<file path="config.mk">
export PLATFORM = sky130hd
export DESIGN_NAME = lsu_pipe
export DESIGN_NICKNAME = d
export VERILOG_FILES = /design/src/rtl/lsu_pipe.sv
export SDC_FILE = /design/constraint.sdc
export NUM_CORES = 1
export LEC_CHECK = 0
export ABC_CLOCK_PERIOD_IN_PS = 2350
export CAP_MARGIN = 20
export CORE_ASPECT_RATIO = 0.7
export CORE_MARGIN = 2
export CORE_UTILIZATION = 35
export DETAILED_ROUTE_END_ITERATION = 10
export PLACE_DENSITY_LB_ADDON = 0.05
export SLEW_MARGIN = 20
export SYNTH_ARGS = -nofsm -noshare
export SYNTH_HDL_FRONTEND = slang
export SYNTH_SLANG_ARGS = --single-unit
</file>
<file path="constraint.sdc">
create_clock -name clk -period 2.35 [get_ports clk]
set_input_delay 0.3525 -clock clk [delete_from_list [all_inputs] [get_ports clk]]
set_output_delay 0.3525 -clock clk [all_outputs]
set_load 0.01 [all_outputs]
</file>
<file path="src/rtl/lsu_pipe.sv">
// lsu_pipe -- RISC-V style load/store unit in front of a single-ported,
// NB-lane data memory (NB = DATA_W/8).
//
// One request at a time. A request is accepted in IDLE, issued to memory in
// ACC1 (and ACC2 for the upper half of a boundary-crossing access), then
// answered with a one-cycle resp_valid pulse in RESP.
//
// Build option: define LSU_MISALIGN_SPLIT_EN to split accesses that cross an
// NB-byte boundary into two memory cycles. Without it, any access whose
// offset is not a multiple of its size is rejected (resp_misaligned = 1)
// without touching memory.
//
// Ports
//   clk, rst             clock, synchronous active-high reset
//   req_valid/req_ready  request handshake (ready only while idle)
//   req_write            1 = store, 0 = load
//   req_funct3           b/h/w/d/bu/hu/wu encoding
//   req_addr, req_wdata  byte address, right-justified store data
//   resp_valid           one-cycle completion pulse
//   resp_rdata           extended load data (0 for stores and rejects)
//   resp_misaligned      request rejected as illegal/misaligned
//   dmem_*               memory strobes, NB-aligned address, lane data/enables,
//                        read data and completion
module lsu_pipe #(
  parameter int DATA_W = 32,
  parameter int ADDR_W = 32
) (
  input  logic                clk,
  input  logic                rst,
  input  logic                req_valid,
  output logic                req_ready,
  input  logic                req_write,
  input  logic [2:0]          req_funct3,
  input  logic [ADDR_W-1:0]   req_addr,
  input  logic [DATA_W-1:0]   req_wdata,
  output logic                resp_valid,
  output logic [DATA_W-1:0]   resp_rdata,
  output logic                resp_misaligned,
  output logic                dmem_read,
  output logic                dmem_write,
  output logic [ADDR_W-1:0]   dmem_address,
  output logic [DATA_W-1:0]   dmem_wdata,
  output logic [DATA_W/8-1:0] dmem_byte_enable,
  input  logic [DATA_W-1:0]   dmem_rdata,
  input  logic                dmem_resp
);

  localparam int NB    = DATA_W / 8;
  localparam int OFF_W = $clog2(NB);
  localparam logic [2*NB-1:0] LANE_ONE = {{(2*NB-1){1'b0}}, 1'b1};

  typedef enum logic [1:0] {IDLE, ACC1, ACC2, RESP} state_t;

  state_t            state_reg;
  logic              write_reg;
  logic [2:0]        funct3_reg;
  logic [OFF_W-1:0]  off_reg;
  logic              split_reg;
  logic [NB-1:0]     be_hi_reg;
  logic [DATA_W-1:0] wdata_hi_reg;
  logic [DATA_W-1:0] rdata_lo_reg;

  // Byte-granular mask covering the low (1 << size_log2) bytes.
  function automatic logic [DATA_W-1:0] byte_keep(input logic [1:0] size_log2);
    logic [DATA_W-1:0] keep;
    for (int i = 0; i < NB; i++)
      keep[i*8 +: 8] = (i < (1 << size_log2)) ? 8'hFF : 8'h00;
    return keep;
  endfunction

  // Truncate to the access size and sign/zero extend. The sign bit is the
  // topmost kept bit, found as keep & ~(keep >> 1), so no variable index.
  function automatic logic [DATA_W-1:0] extend(input logic [DATA_W-1:0] v,
                                               input logic [2:0] f3);
    logic [DATA_W-1:0] keep;
    logic              sign;
    keep = byte_keep(f3[1:0]);
    sign = ~f3[2] & (|(v & keep & ~(keep >> 1)));
    return (v & keep) | ({DATA_W{sign}} & ~keep);
  endfunction

  // Request decode. Lane mask and store data are built 2*NB lanes wide so
  // the upper half directly gives the second beat of a split access.
  logic [3:0]          req_size;
  logic [OFF_W-1:0]    req_off;
  logic                req_illegal;
  logic                req_split;
  logic                req_reject;
  logic [2*NB-1:0]     req_lanes;
  logic [2*DATA_W-1:0] req_wdata_sh;
  logic [ADDR_W-1:0]   req_base;
`ifndef LSU_MISALIGN_SPLIT_EN
  logic [OFF_W-1:0]    req_align_mask;
`endif

  always_comb begin
    req_size     = 4'd1 << req_funct3[1:0];
    req_off      = req_addr[OFF_W-1:0];
    req_illegal  = (req_funct3 == 3'b111) || (int'(req_size) > NB);
    req_split    = (int'(req_off) + int'(req_size)) > NB;
    req_lanes    = ((LANE_ONE << req_size) - LANE_ONE) << req_off;
    req_wdata_sh = {{DATA_W{1'b0}}, req_wdata & byte_keep(req_funct3[1:0])}
                   << {req_off, 3'b000};
    req_base     = {req_addr[ADDR_W-1:OFF_W], {OFF_W{1'b0}}};
`ifdef LSU_MISALIGN_SPLIT_EN
    req_reject   = req_illegal;
`else
    // size is a power of two <= NB here, so (size-1) truncated to OFF_W bits
    // is the alignment mask (size == NB wraps to all ones).
    req_align_mask = req_size[OFF_W-1:0] - {{(OFF_W-1){1'b0}}, 1'b1};
    req_reject     = req_illegal || ((req_off & req_align_mask) != '0);
`endif
  end

  // Load result: the two captures are concatenated in byte order and the
  // requested bytes shifted down from the original offset.
  logic [2*DATA_W-1:0] load_pair;
  logic [DATA_W-1:0]   load_ext;

  always_comb begin
    load_pair = (state_reg == ACC2) ? {dmem_rdata, rdata_lo_reg}
                                    : {{DATA_W{1'b0}}, dmem_rdata};
    load_ext  = extend(DATA_W'(load_pair >> {off_reg, 3'b000}), funct3_reg);
  end

  assign req_ready = (state_reg == IDLE);

  always_ff @(posedge clk) begin
    if (rst) begin
      state_reg        <= IDLE;
      write_reg        <= 1'b0;
      funct3_reg       <= '0;
      off_reg          <= '0;
      split_reg        <= 1'b0;
      be_hi_reg        <= '0;
      wdata_hi_reg     <= '0;
      rdata_lo_reg     <= '0;
      resp_valid       <= 1'b0;
      resp_rdata       <= '0;
      resp_misaligned  <= 1'b0;
      dmem_read        <= 1'b0;
      dmem_write       <= 1'b0;
      dmem_address     <= '0;
      dmem_wdata       <= '0;
      dmem_byte_enable <= '0;
    end else begin
      case (state_reg)
        IDLE: begin
          if (req_valid) begin
            write_reg        <= req_write;
            funct3_reg       <= req_funct3;
            off_reg          <= req_off;
            split_reg        <= req_split;
            be_hi_reg        <= req_lanes[2*NB-1:NB];
            wdata_hi_reg     <= req_wdata_sh[2*DATA_W-1:DATA_W];
            dmem_address     <= req_base;
            dmem_byte_enable <= req_lanes[NB-1:0];
            dmem_wdata       <= req_wdata_sh[DATA_W-1:0];
            if (req_reject) begin
              state_reg       <= RESP;
              resp_valid      <= 1'b1;
              resp_misaligned <= 1'b1;
              resp_rdata      <= '0;
            end else begin
              state_reg  <= ACC1;
              dmem_read  <= ~req_write;
              dmem_write <= req_write;
            end
          end
        end
        ACC1: begin
          if (dmem_resp) begin
            rdata_lo_reg <= dmem_rdata;
            if (split_reg) begin
              // Second beat: next word up, wrapping at the top of memory.
              state_reg        <= ACC2;
              dmem_address     <= dmem_address + ADDR_W'(NB);
              dmem_byte_enable <= be_hi_reg;
              dmem_wdata       <= wdata_hi_reg;
            end else begin
              state_reg  <= RESP;
              dmem_read  <= 1'b0;
              dmem_write <= 1'b0;
              resp_valid <= 1'b1;
              resp_rdata <= write_reg ? '0 : load_ext;
            end
          end
        end
        ACC2: begin
          if (dmem_resp) begin
            state_reg  <= RESP;
            dmem_read  <= 1'b0;
            dmem_write <= 1'b0;
            resp_valid <= 1'b1;
            resp_rdata <= write_reg ? '0 : load_ext;
          end
        end
        RESP: begin
          state_reg       <= IDLE;
          resp_valid      <= 1'b0;
          resp_misaligned <= 1'b0;
          resp_rdata      <= '0;
        end
        default: state_reg <= IDLE;
      endcase
    end
  end

endmodule

</file>
After elaboration in Yosys (flattened, before gate mapping) --
Index checks and enable logic that the tools add are counted.
Cells by class: $add $sub $neg 4, order comparisons 10, equality and inequality tests 11, shift-type cells 7, muxes and demuxes 50, bitwise gates (word level) 11, reduce and logical (&&, ||, !) cells 15
Operator list (count):
- $mux 32 | 12
- $and 32x32->32 | 4
- $lt 3x32->1 const A | 4
- $pmux 32 s2 | 2
- $pmux 32 s4 | 1
- $lt 1x32->1 const A | 2
- $lt 2x32->1 const A | 2
- $mux 64 | 1
- $mux 8 | 8
- $shl 1x2->32 const A | 2
- $shl 32x5->64 | 1
- $shr 64x5->32 | 1
- $add 32x3->32 const B | 1
- $not 31->32 | 1
- $not 32->32 | 1
- $or 32x32->32 | 1
- $reduce_or 32->1 | 1
- $mux 1 | 13
- $mux 4 | 3
- $ne 2x2->1 const B | 6
- $mux 2 | 4
- $pmux 2 s4 | 1
- $pmux 4 s2 | 1
- $shl 1x4->8 const A | 1
- other kinds (26) | 34
Storage, ports and cells: register bits after elaboration 181, logic and storage cells 124

Depth between registers and ports, before layout --
depth in word-level cells 13, depth in mapped cells 13, gate-level depth less buffers 10

Worst setup path before layout --
No wires, ideal clock.
path kind input to register, start point input port req_funct3[0], end point register split_reg, library setup time 0.065 ns, arrival 2.355 ns, data required time 2.285 ns, path slack -0.070 ns, stages 13, buffers on the path 3, path through buf_2 -> or2_2 -> clkbuf_1 -> buf_2 -> inv_1 -> ha_1 -> inv_1 -> fa_1 -> a21oi_1 -> nor2_1 -> a311oi_1 -> a21oi_1 -> nor2_1
Between the ends: longest elaborated chain between the ends 3
RTL lines:
- start, declared | RTL line 33 | input logic [2:0] req_funct3,
- $shl 1x2->4 | RTL line 97 | req_size = 4'd1 << req_funct3[1:0];
- $add 2x4->5 | RTL line 100 | req_split = (int'(req_off) + int'(req_size)) > NB;
- $gt 5x3->1 | RTL line 100
- end signal, assigned | RTL line 153 | split_reg <= req_split;
- end, declared | RTL line 58 | logic split_reg;
No other way between the ends. A chain may end at the register's enable or synchronous reset.

Final worst setup path --
start point register state_reg[0], end point output port req_ready
Between the ends: longest elaborated chain between the ends 1
RTL lines:
- start, declared | RTL line 54 | state_t state_reg;
- start signal, assigned | RTL line 130 | state_reg <= IDLE;
- start signal, assigned | RTL line 160 | state_reg <= RESP;
- start signal, assigned | RTL line 165 | state_reg <= ACC1;
- $logic_not 2->1 | RTL line 126 | assign req_ready = (state_reg == IDLE);
- end, declared | RTL line 31 | output logic req_ready,
No other way between the ends.

==> metrics.txt <==
# TYPE chip_impl_metric gauge
chip_impl_metric{name="first_global_vias",unit=""} 8419
chip_impl_metric{name="yosysUniqueCellTypes",unit=""} 75
chip_impl_info{name="holdCritPathClass",value="in -> reg"} 1
chip_impl_metric{name="synth-edff-count",unit=""} 0
chip_impl_metric{name="io_buffer_count",unit=""} 206
chip_impl_info{name="clock_tree_from_tritoncts",value="yes"} 1
chip_impl_metric{name="core_region_area",unit="mm2"} 0.0259
chip_impl_metric{name="flow.area_growth_from_synthesis",unit="%"} 37.2
chip_impl_metric{name="post_synthesis_share_of_cell_area_spent_on_and_or_nand_and_nor_gates",unit="%"} 21.8
chip_impl_metric{name="synth-compound-area-share",unit="%"} 25.0
chip_impl_metric{name="clockBufferDepth",unit=""} 2
chip_impl_metric{name="routed_via_density",unit=""} 5.42
chip_impl_metric{name="total_power",unit="mW"} 14.7
chip_impl_metric{name="slew_viol_final",unit=""} 0
chip_impl_metric{name="initial_utilization",unit="%"} 35.8
chip_impl_metric{name="htree_levels",unit=""} 4
chip_impl_metric{name="floorplan.io_pins",unit=""} 209
chip_impl_metric{name="drt_pre_antenna_iters",unit=""} 5
chip_impl_info{name="outcome",value="finished clean"} 1
chip_impl_info{name="endpoint_class_of_the_critical_path",value="primary output"} 1
chip_impl_metric{name="cts_made_buffers",unit=""} 17
chip_impl_metric{name="num_rows",unit=""} 49
chip_impl_metric{name="residual_drc_count",unit=""} 0
chip_impl_metric{name="die_width",unit="um"} 198
chip_impl_metric{name="clock-sinks",unit=""} 171
chip_impl_info{name="synth_top_cells_by_count",value="dfxtp_1 (171), nand2_1 (159), nor2_1 (110)"} 1
chip_impl_metric{name="postSynth.asyncResetShare",unit="%"} 0
chip_impl_metric{name="p_per_area",unit="mW/mm2"} 1160
chip_impl_metric{name="timing_worst_slew_pin_value",unit="ns"} 0.722
chip_impl_info{name="worst_setup_sp_type",value="register"} 1
chip_impl_metric{name="gr-total-overflow",unit=""} 0
chip_impl_metric{name="design.die.area",unit="mm2"} 0.0278
chip_impl_metric{name="total_of_flip_flops_plus_latches_after_synthesis",unit=""} 171
chip_impl_metric{name="setup_tns",unit="ns"} 0
chip_impl_metric{name="post_synth_xor_area_fraction",unit="%"} 0
chip_impl_metric{name="post_layout_util",unit="%"} 49.1
chip_impl_metric{name="yosys_warnings",unit=""} 0
chip_impl_metric{name="hold_violations",unit=""} 0
chip_impl_metric{name="drtIter0Drc",unit=""} 765
chip_impl_info{name="yosys_most_used_dff",value="dfxtp_1"} 1
chip_impl_metric{name="dpl_worst_slack",unit="ns"} -0.298
chip_impl_metric{name="final-instance-count-excl-fill",unit=""} 1729
chip_impl_metric{name="route.vias.total",unit=""} 9378
chip_impl_metric{name="synth_mux_area_share",unit="%"} 8.57
chip_impl_info{name="rsz_0062_raised_after_global_routing",value="true"} 1
chip_impl_metric{name="antenna-diode-count",unit=""} 0
chip_impl_metric{name="finClkSkew",unit="ns"} 0.0107
chip_impl_info{name="ys_top_cells_by_area",value="dfxtp_1 (37%), nand2_1 (6.4%), a21oi_1 (5.3%), nor2_1 (4.5%), mux2i_1 (4.3%)"} 1
chip_impl_metric{name="gr-usage-all-layers",unit="%"} 23.9
chip_impl_metric{name="peakVddDrop",unit="uV"} 699
chip_impl_metric{name="critical_path_required",unit="ns"} 2.00
chip_impl_metric{name="fin_ws",unit="ns"} 0.0479
chip_impl_metric{name="synthAdderAreaFrac",unit="%"} 1.57
chip_impl_metric{name="die_y",unit="um"} 140
chip_impl_metric{name="final.min_clock_period",unit="ns"} 2.30
chip_impl_metric{name="drt_wl_total",unit="mm"} 33.7
chip_impl_metric{name="static-leakage-power",unit="nW"} 4.64
chip_impl_metric{name="design.final.nets",unit=""} 1474
chip_impl_metric{name="setup_violations",unit=""} 0
chip_impl_metric{name="postSynthAreaPerCell",unit="um2"} 8.09
chip_impl_metric{name="maxClockFrequency",unit="GHz"} 0.434
chip_impl_metric{name="critPathArrivalTime",unit="ns"} 1.95
chip_impl_info{name="yosysMostFrequentCell",value="dfxtp_1"} 1
chip_impl_metric{name="grt_start_max_net_pins",unit=""} 111
chip_impl_metric{name="min_period_over_period",unit="%"} 98.0
chip_impl_metric{name="wire_per_inst",unit="um"} 19.5
chip_impl_metric{name="synthesis.instances",unit=""} 1146
chip_impl_info{name="dominant_combinational_cell_family_by_area_after_synthesis",value="compound AO/OA/AOI/OAI gates"} 1
chip_impl_info{name="critPathKind",value="reg -> out"} 1
chip_impl_metric{name="drive_above_1_share",unit="%"} 14.5
chip_impl_metric{name="grt_antenna_before_repair",unit=""} 0
chip_impl_metric{name="hpwl",unit="mm"} 24.8
chip_impl_metric{name="first_pass_grt_wire_length",unit="mm"} 50.9
chip_impl_metric{name="biggest_fanout_along_the_worst_timing_path",unit=""} 8
chip_impl_info{name="clock-root-buffer",value="clkbuf_16"} 1
chip_impl_metric{name="detail_route_antenna_nets",unit=""} 0
chip_impl_info{name="netlist.top_cell.by_area",value="dfxtp_1"} 1
chip_impl_metric{name="max-cap-violations",unit=""} 0
chip_impl_metric{name="synth_sequential_area_ratio",unit="%"} 36.9
chip_impl_metric{name="gp_congestion",unit=""} 0.878
chip_impl_metric{name="path_clk_slew",unit="ns"} 0.07
chip_impl_metric{name="timing.slew.headroom",unit="%"} 51.7
chip_impl_metric{name="yosys.area.top_type_share",unit="%"} 36.9
chip_impl_metric{name="number_of_placed_instances_with_taps_included",unit=""} 1696
chip_impl_metric{name="clock_latency",unit="ns"} 0.45
chip_impl_metric{name="synth_area",unit="mm2"} 0.00927
-- placed cells by master (no fill, tap or decap), drive strengths merged, types with 15 or more instances in the layout --
master and instances:
nor2 110, nor3 44, a22oi 43, nor2b 17, o211ai 19, nand2 160
o22ai 15, mux2i 40, inv 20, buf 90, a211oi 21, a21oi 98
mux2 21, and3 19, dfxtp 171, clkdlybuf4s50 204, a221oi 19, clkbuf 19
o21ai 69, nand3 19
-- logic make-up after synthesis --
group                      after synthesis
AOI/OAI and AO/OA                      352
muxes                                   68
and+or+nand+nor                        425
DFF                                    171
adders and majority gates               11
other                                    1
buffers and inverters                  118
-- critical path, cell delays in order, from the launching register on --
cell and delay, ns:
dfxtp_1 0.31, inv_1 0.13, ha_2 0.24, buf_4 0.13, buf_4 0.15, clkdlybuf4s50_1 0.54
-- through the flow --
step	hold slack, ns	cell area [um2]
2_1_floorplan	0.431	9280
3_3_place_gp	0.438	12000
3_5_place_dp	0.447	12000
4_1_cts	0.255	12600
5_1_grt	0.283	12700
6_report	0.277	12700
-- worst paths after layout --
path | startpoint | end | slack (ns) | cells after the start
worst max register to register | state_reg[0] | resp_rdata[3] | 0.06 | 8
worst min register to register | dmem_wdata[24] | dmem_wdata[24] | 0.45 | 2
worst max-delay path | state_reg[0] | req_ready | 0.05 | 5
worst min-delay path | rst | off_reg[1] | 0.28 | 2
-- final cells by class --
type | instances | area (um2)
Fill cell | 2558 | 13200
Multi-Input combinational cell | 858 | 5350
Sequential cell | 171 | 3420
Timing Repair Buffer | 295 | 2810
Tap cell | 357 | 447
Clock buffer | 18 | 439
Clock inverter | 14 | 183
Inverter | 16 | 60.1
-- where the power goes --
| group | internal [mW] | total, mW | switching, mW |
|---|---|---|---|
| Sequential | 3.65 | 4.30 | 0.645 |
| Combinational | 3.38 | 7.37 | 4.00 |
| Clock | 1.73 | 3.06 | 1.33 |
-- timing repair --
| action | 4_1_cts | 5_1_grt |
|---|---|---|
| resized for setup | 1 | 12 |
| hold buffers | 0 | 0 |
| pin swaps | 0 | 1 |
| setup endpoints to repair | 1 | 32 |
| endpoints found under the hold margin | 0 | 0 |
| setup buffers | 0 | 1 |
| cloned | 0 | 0 |
-- routing by layer --
metal	track usage (%)	vias to the layer above	share of wire, %
met1	39.8	4429	54
met4	4.24	0	0.61
met3	5.63	17	7.7
met2	29.8	328	38
li1	-	4604	-
met5	0	-	0
Power figures use the tool's default switching activity.
